**config.mk**
```make
export PLATFORM = sky130hd
export DESIGN_NAME = popcount_accumulator
export DESIGN_NICKNAME = d
export VERILOG_FILES = /design/src/rtl/popcount_accumulator.sv
export SDC_FILE = /design/constraint.sdc
export NUM_CORES = 1
export LEC_CHECK = 0
export ABC_AREA = 1
export BUFFER_PORTS_ARGS = -buffer_cell sky130_fd_sc_hd__clkbuf_2
export CAP_MARGIN = 20
export CORE_MARGIN = 1
export CORE_UTILIZATION = 44
export CTS_CLUSTER_SIZE = 20
export DETAILED_ROUTE_END_ITERATION = 16
export GPL_TIMING_DRIVEN = 0
export PLACE_DENSITY = 0.77
export RECOVER_POWER = 50
export SETUP_SLACK_MARGIN = 0.15
export SYNTH_ARGS = -nofsm -noshare
export SYNTH_HDL_FRONTEND = slang
export SYNTH_SLANG_ARGS = --single-unit
```
**constraint.sdc**
```tcl
create_clock -name clk -period 4.3 [get_ports clk]
set_input_delay 1.29 -clock clk [delete_from_list [all_inputs] [get_ports clk]]
set_output_delay 1.29 -clock clk [all_outputs]
set_load 0.05 [all_outputs]
```
**src/rtl/popcount_accumulator.sv**
```systemverilog
// Sums the set bits of every accepted beat over a frame, saturating at 2^COUNT_W-1 with a sticky overflow flag.
// The result is valid the cycle after the last beat; input is stalled (in_ready=0) until the result is taken.
module popcount_accumulator #(
  parameter int COUNT_W = 8
) (
  input  logic               clk,
  input  logic               rst,
  input  logic               in_valid,
  output logic               in_ready,
  input  logic [3:0]         in_data,
  input  logic               in_last,
  output logic               out_valid,
  input  logic               out_ready,
  output logic [COUNT_W-1:0] out_count,
  output logic               out_overflow
);

  typedef enum logic [1:0] {IDLE, ACCUM, DONE} state_t;

  localparam logic [COUNT_W-1:0] ACC_MAX = '1;

  state_t             state_q, state_d;
  logic [COUNT_W-1:0] acc_q, acc_d;
  logic               ovf_q, ovf_d;

  logic               fa_sum, fa_carry, ha_carry;
  logic               sum_bit, carry_bit, cout_bit;
  logic [COUNT_W:0]   beat_val;
  logic [COUNT_W:0]   acc_sum;

  // 4-to-3 compressor: a full adder over bits 0..2, then bit 3 folded into the weight-1 and weight-2 columns.
  always_comb begin
    fa_sum    = in_data[0] ^ in_data[1] ^ in_data[2];
    fa_carry  = (in_data[0] & in_data[1]) | (in_data[0] & in_data[2]) | (in_data[1] & in_data[2]);
    ha_carry  = fa_sum & in_data[3];
    sum_bit   = fa_sum ^ in_data[3];
    carry_bit = fa_carry ^ ha_carry;
    cout_bit  = fa_carry & ha_carry;
  end

  assign beat_val = {{(COUNT_W-2){1'b0}}, cout_bit, carry_bit, sum_bit};
  assign acc_sum  = {1'b0, acc_q} + beat_val;

  always_comb begin
    state_d   = state_q;
    acc_d     = acc_q;
    ovf_d     = ovf_q;
    in_ready  = 1'b0;
    out_valid = 1'b0;
    case (state_q)
      IDLE: begin
        in_ready = 1'b1;
        if (in_valid) begin
          // A single beat is at most 4, which always fits since COUNT_W >= 3.
          acc_d   = beat_val[COUNT_W-1:0];
          ovf_d   = 1'b0;
          state_d = in_last ? DONE : ACCUM;
        end
      end
      ACCUM: begin
        in_ready = 1'b1;
        if (in_valid) begin
          if (acc_sum[COUNT_W]) begin
            acc_d = ACC_MAX;
            ovf_d = 1'b1;
          end else begin
            acc_d = acc_sum[COUNT_W-1:0];
          end
          if (in_last) state_d = DONE;
        end
      end
      DONE: begin
        out_valid = 1'b1;
        if (out_ready) begin
          state_d = IDLE;
          acc_d   = '0;
          ovf_d   = 1'b0;
        end
      end
      default: state_d = IDLE;
    endcase
  end

  always_ff @(posedge clk) begin
    if (rst) begin
      state_q <= IDLE;
      acc_q   <= '0;
      ovf_q   <= 1'b0;
    end else begin
      state_q <= state_d;
      acc_q   <= acc_d;
      ovf_q   <= ovf_d;
    end
  end

  assign out_count    = acc_q;
  assign out_overflow = ovf_q;

endmodule

```
==> run_results.csv, run 1 <==
group,metric,value,unit
route,initialDrtViolationCount,7,
critical_path,rrSetupSlack,2390,ps
timing,worst_pin_slew,592,ps
floorplan,die-area,2270,um^2
pwr,p_sw_share,47.7,%
clock_tree,postCtsSetupBuffers,0,
finish,final_cell_mix,"37 x nand2_1, 26 x inv_1, 12 x a21oi_1",
global_route,grt_pass1_vias,823,
yosys,synthTopCellsByArea,"dfxtp_1 24%, nand2_1 15%, ha_1 12%, inv_1 11%, a21oi_1 6.5%",
critical_path,cp.arrival,3780,ps
yosys,netlist_area,917,um^2
clock_tree,clock_sinks,11,
floorplan,rows,16,
clock_tree,htreeDepth,1,
worst_hold_path,holdPathStages,2,
critical_path,timing.rr.end,"out_count[1]$_SDFFE_PP0P_",
placed_design,gp_congestion,0.787,
critical_path,rr_worst_depth,8,
global_route,grtUsageMet2,35.1,%
finish,fin_nets,182,
worst_hold_path,holdCritStartpoint,"out_count[4]$_SDFFE_PP0P_",
yosys,synth.avg_cell_area,6.60,um^2
placed_design,port_buffers,18,
pwr,power_switching,0.000191,W
timing,fin_setup_tns,0,ps
yosys,synth_top_area_cell,"dfxtp_1",
critical_path,worstPathMaxFanout,8,
pwr,finalPower,0.000401,W
pwr,clkPwrFrac,18.1,%
global_route,grt_usage,21.2,%
timing,relSlewSlack,60.7,%
global_route,grt.busiest_layer,"met2",
global_route,met1_usage,26.1,%
clock_tree,cts_buffers,3,
route,drc_errors,0,
floorplan,initial_core_util,46.7,%
global_route,gr-total-overflow,0,
worst_hold_path,hp-class,"flop to flop",
route,via_per_inst,4.77,
clock_tree,clockRootBuffer,"clkbuf_4",
timing,finClkSkew,0.874,ps
finish,fin_cells,188,
finish,stdcell_area,1050,um^2
floorplan,fp.dieW,47.7,um
timing,min_period_over_period,82.9,%
finish,drive_gt1_share,13.7,%
critical_path,start_kind,"input port",
timing,grt_setup_unrepaired,"no",
finish,layout_commonest_cell,"nand2_1",
pwr,internal_power,0.000210,W
floorplan,ios,20,
route,via_count,896,
pwr,p_leak,0.506,nW
route,drt-total-wl,1910,um
global_route,grt_pass1_wl,3330,um
yosys,yosysSeqAreaShare,24.0,%
placed_design,dp_hpwl,1550,um
global_route,antenna_found_initial,0,
worst_hold_path,hold_end,"out_count[4]$_SDFFE_PP0P_",
timing,setup_viol,0,
yosys,ys_seq_elements,11,
floorplan,core,1960,um^2
critical_path,cp-end-kind,"flop",
placed_design,dpl_cell_area,1040,um^2
critical_path,cp.required,4510,ps
global_route,grt_max_degree,9,
global_route,grt_util_met3,6.79,%
route,postRouteAntennaNets,0,
timing,drv_slew,0,
yosys,synth_cells,139,
timing,hold_viol_final,0,
yosys,synth_cell_types,19,
finish,n_antenna_cell,0,
clock_tree,cts.reportedPaths.clkPinSlew,70,ps
yosys,yosysTopAreaCellShare,24.0,%
clock_tree,cts_tree,"built",
route,dr.pass1.iters,3,
yosys,yosys_warnings,0,
floorplan,die_height,47.7,um
critical_path,critPathKind,"input port to flop",
clock_tree,clock_latency,270,ps
yosys,syn-num-nets,159,
pwr,power_density,381,nW/um^2
finish,areaGrowthSynthToFinish,14.9,%
pwr,peakVddDrop,0.174,mV
placed_design,dp_cells,184,
outcome,status,"completed",
critical_path,r2r-start,"out_count[0]$_SDFFE_PP0P_",
run,cap_violations,0,
timing,min_period,3570,ps
pwr,combPwrFrac,51.2,%
clock_tree,hold_buffers,0,
clock_tree,clk_path_buf_depth,2,
route,avgRoutedWirePerCell,10.2,um
timing,max_freq,280,MHz
clock_tree,cts.repair.resized,0,
pwr,seq_power_share,30.7,%
==> worst max-delay path, cell delays in order <==
cell	delay (ps)
clkbuf_2	80
inv_1	50
fa_1	540
inv_1	40
ha_1	180
ha_1	300
inv_1	70
fa_1	480
o21ai_4	280
nand3_4	160
a21oi_1	200
nor2_1	60
nor2_1	70
==> kinds of logic (layout without fill, tap and decap cells) <==
family          count (synthesis)  in the layout  synth area share (%)
flops                          11             11                  24.0
compound gates                 22             22                  13.8
buf+inv                        29             51                  12.6
fa+ha+maj                      11             11                  16.6
simple gates                   66             66                  33.0
==> per-stage QoR <==
step                      hold slack, ps  utilization, %  worst slack (ps)
after floorplan                      490               -               747
after global placement               495            53.1               526
after detailed placement             506            53.1               436
after CTS                            517            54.4               720
after global routing                 557            53.7               607
final                                514            53.7               733
==> area by class of cell <==
class / instances / area (um^2)
fill: 219 / 908
multi-input combinational: 99 / 579
sequential: 11 / 220
inverter: 28 / 105
timing repair buffer: 18 / 78.8
tap: 27 / 33.8
clock buffer: 4 / 26.3
buffer: 1 / 10.0
==> worst max-delay path by stage <==
stage,cells after the start,startpoint,end
4_1_cts,13,in_data[0],out_count[5]$_SDFFE_PP0P_
3_3_place_gp,15,in_data[0],out_count[3]$_SDFFE_PP0P_
6_report,13,in_data[0],out_count[1]$_SDFFE_PP0P_
3_5_place_dp,15,in_data[0],out_count[3]$_SDFFE_PP0P_
5_1_grt,13,in_data[0],out_count[1]$_SDFFE_PP0P_
2_1_floorplan,14,in_data[0],out_count[3]$_SDFFE_PP0P_
==> layer usage <==
metal,share of wire [%],vias up
met5,0,-
met4,0.73,0
met3,3.0,2
met2,49,13
met1,47,398
li1,-,483
==> registers in the layout, summed over array words and instances, names as in the netlist <==
name / flops
out_count: 8
state_q: 2
out_overflow: 1
==> cell usage after synthesis, drive strengths merged <==
cell,count
fa,2
nand4,1
ha,9
nor2,13
o211ai,2
dfxtp,11
nand2,40
inv,28
a21oi,12
clkdlybuf4s25,1
o21ai,8
nand3,12
==> power groups by stage <==
stage / clock network [W] / logic, W / registers [W]
after CTS: 0.0000747 / 0.000209 / 0.000123
final: 0.0000727 / 0.000205 / 0.000123
after detailed placement: 0 / 0.000209 / 0.000126
after floorplan: 0 / 0.000141 / 0.000149
after global routing: 0.0000838 / 0.000232 / 0.000125
after global placement: 0 / 0.000199 / 0.000125
(Power assumes the default switching activity.)
==> run 2: changes to the inputs <==
--- a/config.mk
+++ b/config.mk
@@ -5,7 +5,7 @@
 export SDC_FILE = /design/constraint.sdc
 export NUM_CORES = 1
 export LEC_CHECK = 0
-export ABC_AREA = 1
+export ABC_AREA = 0
 export BUFFER_PORTS_ARGS = -buffer_cell sky130_fd_sc_hd__clkbuf_2
 export CAP_MARGIN = 20
 export CORE_MARGIN = 1
@@ -13,7 +13,7 @@
 export CTS_CLUSTER_SIZE = 20
 export DETAILED_ROUTE_END_ITERATION = 16
 export GPL_TIMING_DRIVEN = 0
-export PLACE_DENSITY = 0.77
+export PLACE_DENSITY = 0.8
 export RECOVER_POWER = 50
 export SETUP_SLACK_MARGIN = 0.15
 export SYNTH_ARGS = -nofsm -noshare
==> constraint.sdc (replaced) <==
create_clock -name clk -period 2.9 [get_ports clk]
set_input_delay 0.87 -clock clk [delete_from_list [all_inputs] [get_ports clk]]
set_output_delay 0.87 -clock clk [all_outputs]
set_load 0.05 [all_outputs]
==> run 2 against run 1 <==
Effect of this change:
- the flow now finishes with violations (negative setup slack)
- highest routed layer unchanged
- worst hold slack better by 8.8 ps
- sequential power up 37%
- clock power is 49% higher
- design area up 11%
- count of clock-buffer cells in the layout did not move
- sequential share of layout area fell by 2.1 points
- register-to-register slack worse by 1600 ps
- worst setup slack worse by 870 ps
- power up 21%
==> run_results.csv, run 2 <==
group,metric,value,unit
global_route,grt_usage,22.1,%
yosys,synth_common_cells,"15 x inv_1, 11 x dfxtp_1, 9 x ha_1",
finish,fin_cells,156,
timing,min_period_over_period,105,%
finish,areaGrowthSynthToFinish,34.8,%
placed_design,dp_hpwl,1560,um
placed_design,dpl_cell_area,1060,um^2
finish,num-fill-cells,163,
finish,largest_reg_flops,8,
critical_path,critPathKind,"input port to flop",
clock_tree,cts_buffers,3,
placed_design,gp_congestion,0.809,
critical_path,start_kind,"input port",
yosys,syn-num-nets,123,
finish,drive_gt1_share,36.6,%
global_route,grt_pass1_vias,773,
clock_tree,clock_latency,270,ps
critical_path,cp.depth,13,
yosys,synth_cells,103,
route,initialDrtViolationCount,13,
floorplan,rows,15,
worst_hold_path,holdCritStartpoint,"out_overflow$_SDFFE_PP0P_",
global_route,grt_max_degree,11,
route,drt-total-wl,2110,um
placed_design,dp_cells,147,
critical_path,rr_worst_depth,6,
floorplan,initial_core_util,48.8,%
route,postRouteAntennaNets,0,
clock_tree,htreeDepth,1,
clock_tree,clockRootBuffer,"clkbuf_4",
timing,worst_pin_slew,598,ps
timing,relSlewSlack,59.8,%
pwr,power_density,415,nW/um^2
yosys,ys.flop_type,"dfxtp_1",
finish,layout_commonest_cell,"clkbuf_2",
global_route,antenna_found_initial,0,
timing,timing.final.ws_setup,-134,ps
clock_tree,hold_buffers,0,
critical_path,crit_family,"adder cells",
placed_design,port_buffers,19,
yosys,async_reset_ff_share,0,%
clock_tree,clock_sinks,11,
yosys,synth_edf_count,0,
timing,drv_slew,0,
timing,min_period,3030,ps
clock_tree,clk_path_buf_depth,2,
finish,n_antenna_cell,0,
finish,stdcell_area,1170,um^2
critical_path,cp-end-kind,"flop",
yosys,ys_seq_elements,11,
global_route,gr-total-overflow,0,
worst_hold_path,hp-class,"flop to flop",
worst_hold_path,holdPathStages,2,
timing,hold_viol_final,0,
floorplan,core,1780,um^2
pwr,peakVddDrop,0.257,mV
global_route,grt_pass1_wl,3240,um
timing,whs,523,ps
timing,grt_setup_unrepaired,"yes",
critical_path,cp-startpoint,"in_data[2]",
run,cap_violations,0,
clock_tree,cts.reportedPaths.clkPinSlew,70,ps
pwr,finalPower,0.000487,W
route,drc_errors,0,
timing,setup_viol,6,
yosys,synth_cell_types,36,
floorplan,die_height,46.5,um
critical_path,path_cells,"buf_8 > inv_8 > fa_1 > inv_2 > ha_4 > ha_4 > inv_2 > fa_2 > nand2b_4 > a211oi_4 > buf_4 > o31ai_4 > a221oi_2",
critical_path,cp.arrival,3220,ps
yosys,synthTopCellsByArea,"dfxtp_1 25%, ha_1 13%, inv_1 6.5%, fa_1 4.6%, mux2i_1 3.5%",
outcome,status,"finished with violations",
yosys,yosysSeqAreaShare,25.3,%
yosys,synth_top_area_cell,"dfxtp_1",
route,via_per_inst,5.40,
floorplan,die-area,2160,um^2
timing,finClkSkew,6.27,ps
finish,fin_nets,152,
route,dr.pass1.iters,4,
yosys,synth.avg_cell_area,8.44,um^2
critical_path,cp_slowest_stage_delay,540,ps
critical_path,worstPathMaxFanout,4,
floorplan,ios,20,
clock_tree,cts_tree,"built",
yosys,netlist_area,870,um^2
yosys,post-synth-top-count-cell,"inv_1",
timing,max_freq,330,MHz
route,avgRoutedWirePerCell,13.5,um
yosys,yosys_warnings,0,
finish,final_cell_mix,"13 x clkbuf_2, 11 x dfxtp_1, 9 x inv_1",
critical_path,cp.required,3090,ps
critical_path,critPathSlowestCell,"fa_1",
route,via_count,843,
critical_path,path_buf_inv,5,
outcome,violations,"negative setup slack",
yosys,yosysTopAreaCellShare,25.3,%
pwr,p_leak,0.458,nW
critical_path,r2r-start,"state_q[0]$_SDFFE_PP0P_",
floorplan,fp.dieW,46.5,um
timing,fin_setup_tns,-307,ps
-- run 2: cell count changes after synthesis, sizes merged, moves of 3 or more --
cell	delta
a211oi	+5
a21oi	-7
inv	-13
mux2i	+3
nand2	-36
nand2b	+4
nand3	-11
nor2	-8
nor2b	+3
nor3	+4
or2	+3
-- run 2: timing repair --
action	CTS	global route
resized for setup	4	6
cloned	0	0
buffers inserted	4	1
pin swaps	8	5
endpoints found under the setup margin	9	9
-- run 2: worst paths after layout --
kind                                                  end  slack (ps)
worst max-delay path            out_count[3]$_SDFFE_PP0P_        -130
worst min-delay path            out_overflow$_SDFFE_PP0P_         520
worst max register to register  out_count[7]$_SDFFE_PP0P_         840
worst min register to register  out_overflow$_SDFFE_PP0P_         520
-- run 2: stage by stage --
stage | utilization, % | worst slack [ps]
floorplan | - | -172
global placement | 59.6 | -440
detailed placement | 59.6 | -507
CTS | 64.2 | -184
global route | 65.8 | -182
finish | 65.8 | -134
-- run 2: logic make-up (layout without fill, tap and decap cells) --
kind of cell    Yosys count  count (layout)  synth area share [%]
compound gates           32              32                  24.9
simple gates             27              27                  18.7
buf+inv                  18              46                  9.06
fa+ha+maj                11              11                  17.6
flops                    11              11                  25.3
mux                       3               3                  3.45
xor+xnor                  1               1                  1.01
-- run 2: layout make-up --
cell class	instances	area, um^2	area share (%)
tap	25	31.3	2.67
inverter	15	63.8	5.44
sequential	11	220	18.8
multi-input combinational	74	672	57.3
timing repair buffer	24	136	11.6
buffer	3	22.5	1.92
clock buffer	4	26.3	2.24
-- run 2: report_power, final --
group / switching [W] / internal, W / leakage (nW)
Clock: 0.0000543 / 0.0000533 / 0.0150
Sequential: 0.00000929 / 0.000159 / 0.0893
Combinational: 0.000121 / 0.0000903 / 0.354
Total: 0.000184 / 0.000302 / 0.458
-- run 2: per-layer routing --
layer | track usage, % | part of all wire [%]
met1 | 25.6 | 42
met2 | 38.6 | 53
met3 | 5.88 | 3.5
met4 | 7.06 | 1.3
met5 | 0 | 0
-- run 2: tightest hold or removal path, cell delays in order, from the launching register on --
cell and delay [ps]:
dfxtp_1 330, a21oi_2 110, a211oi_2 40
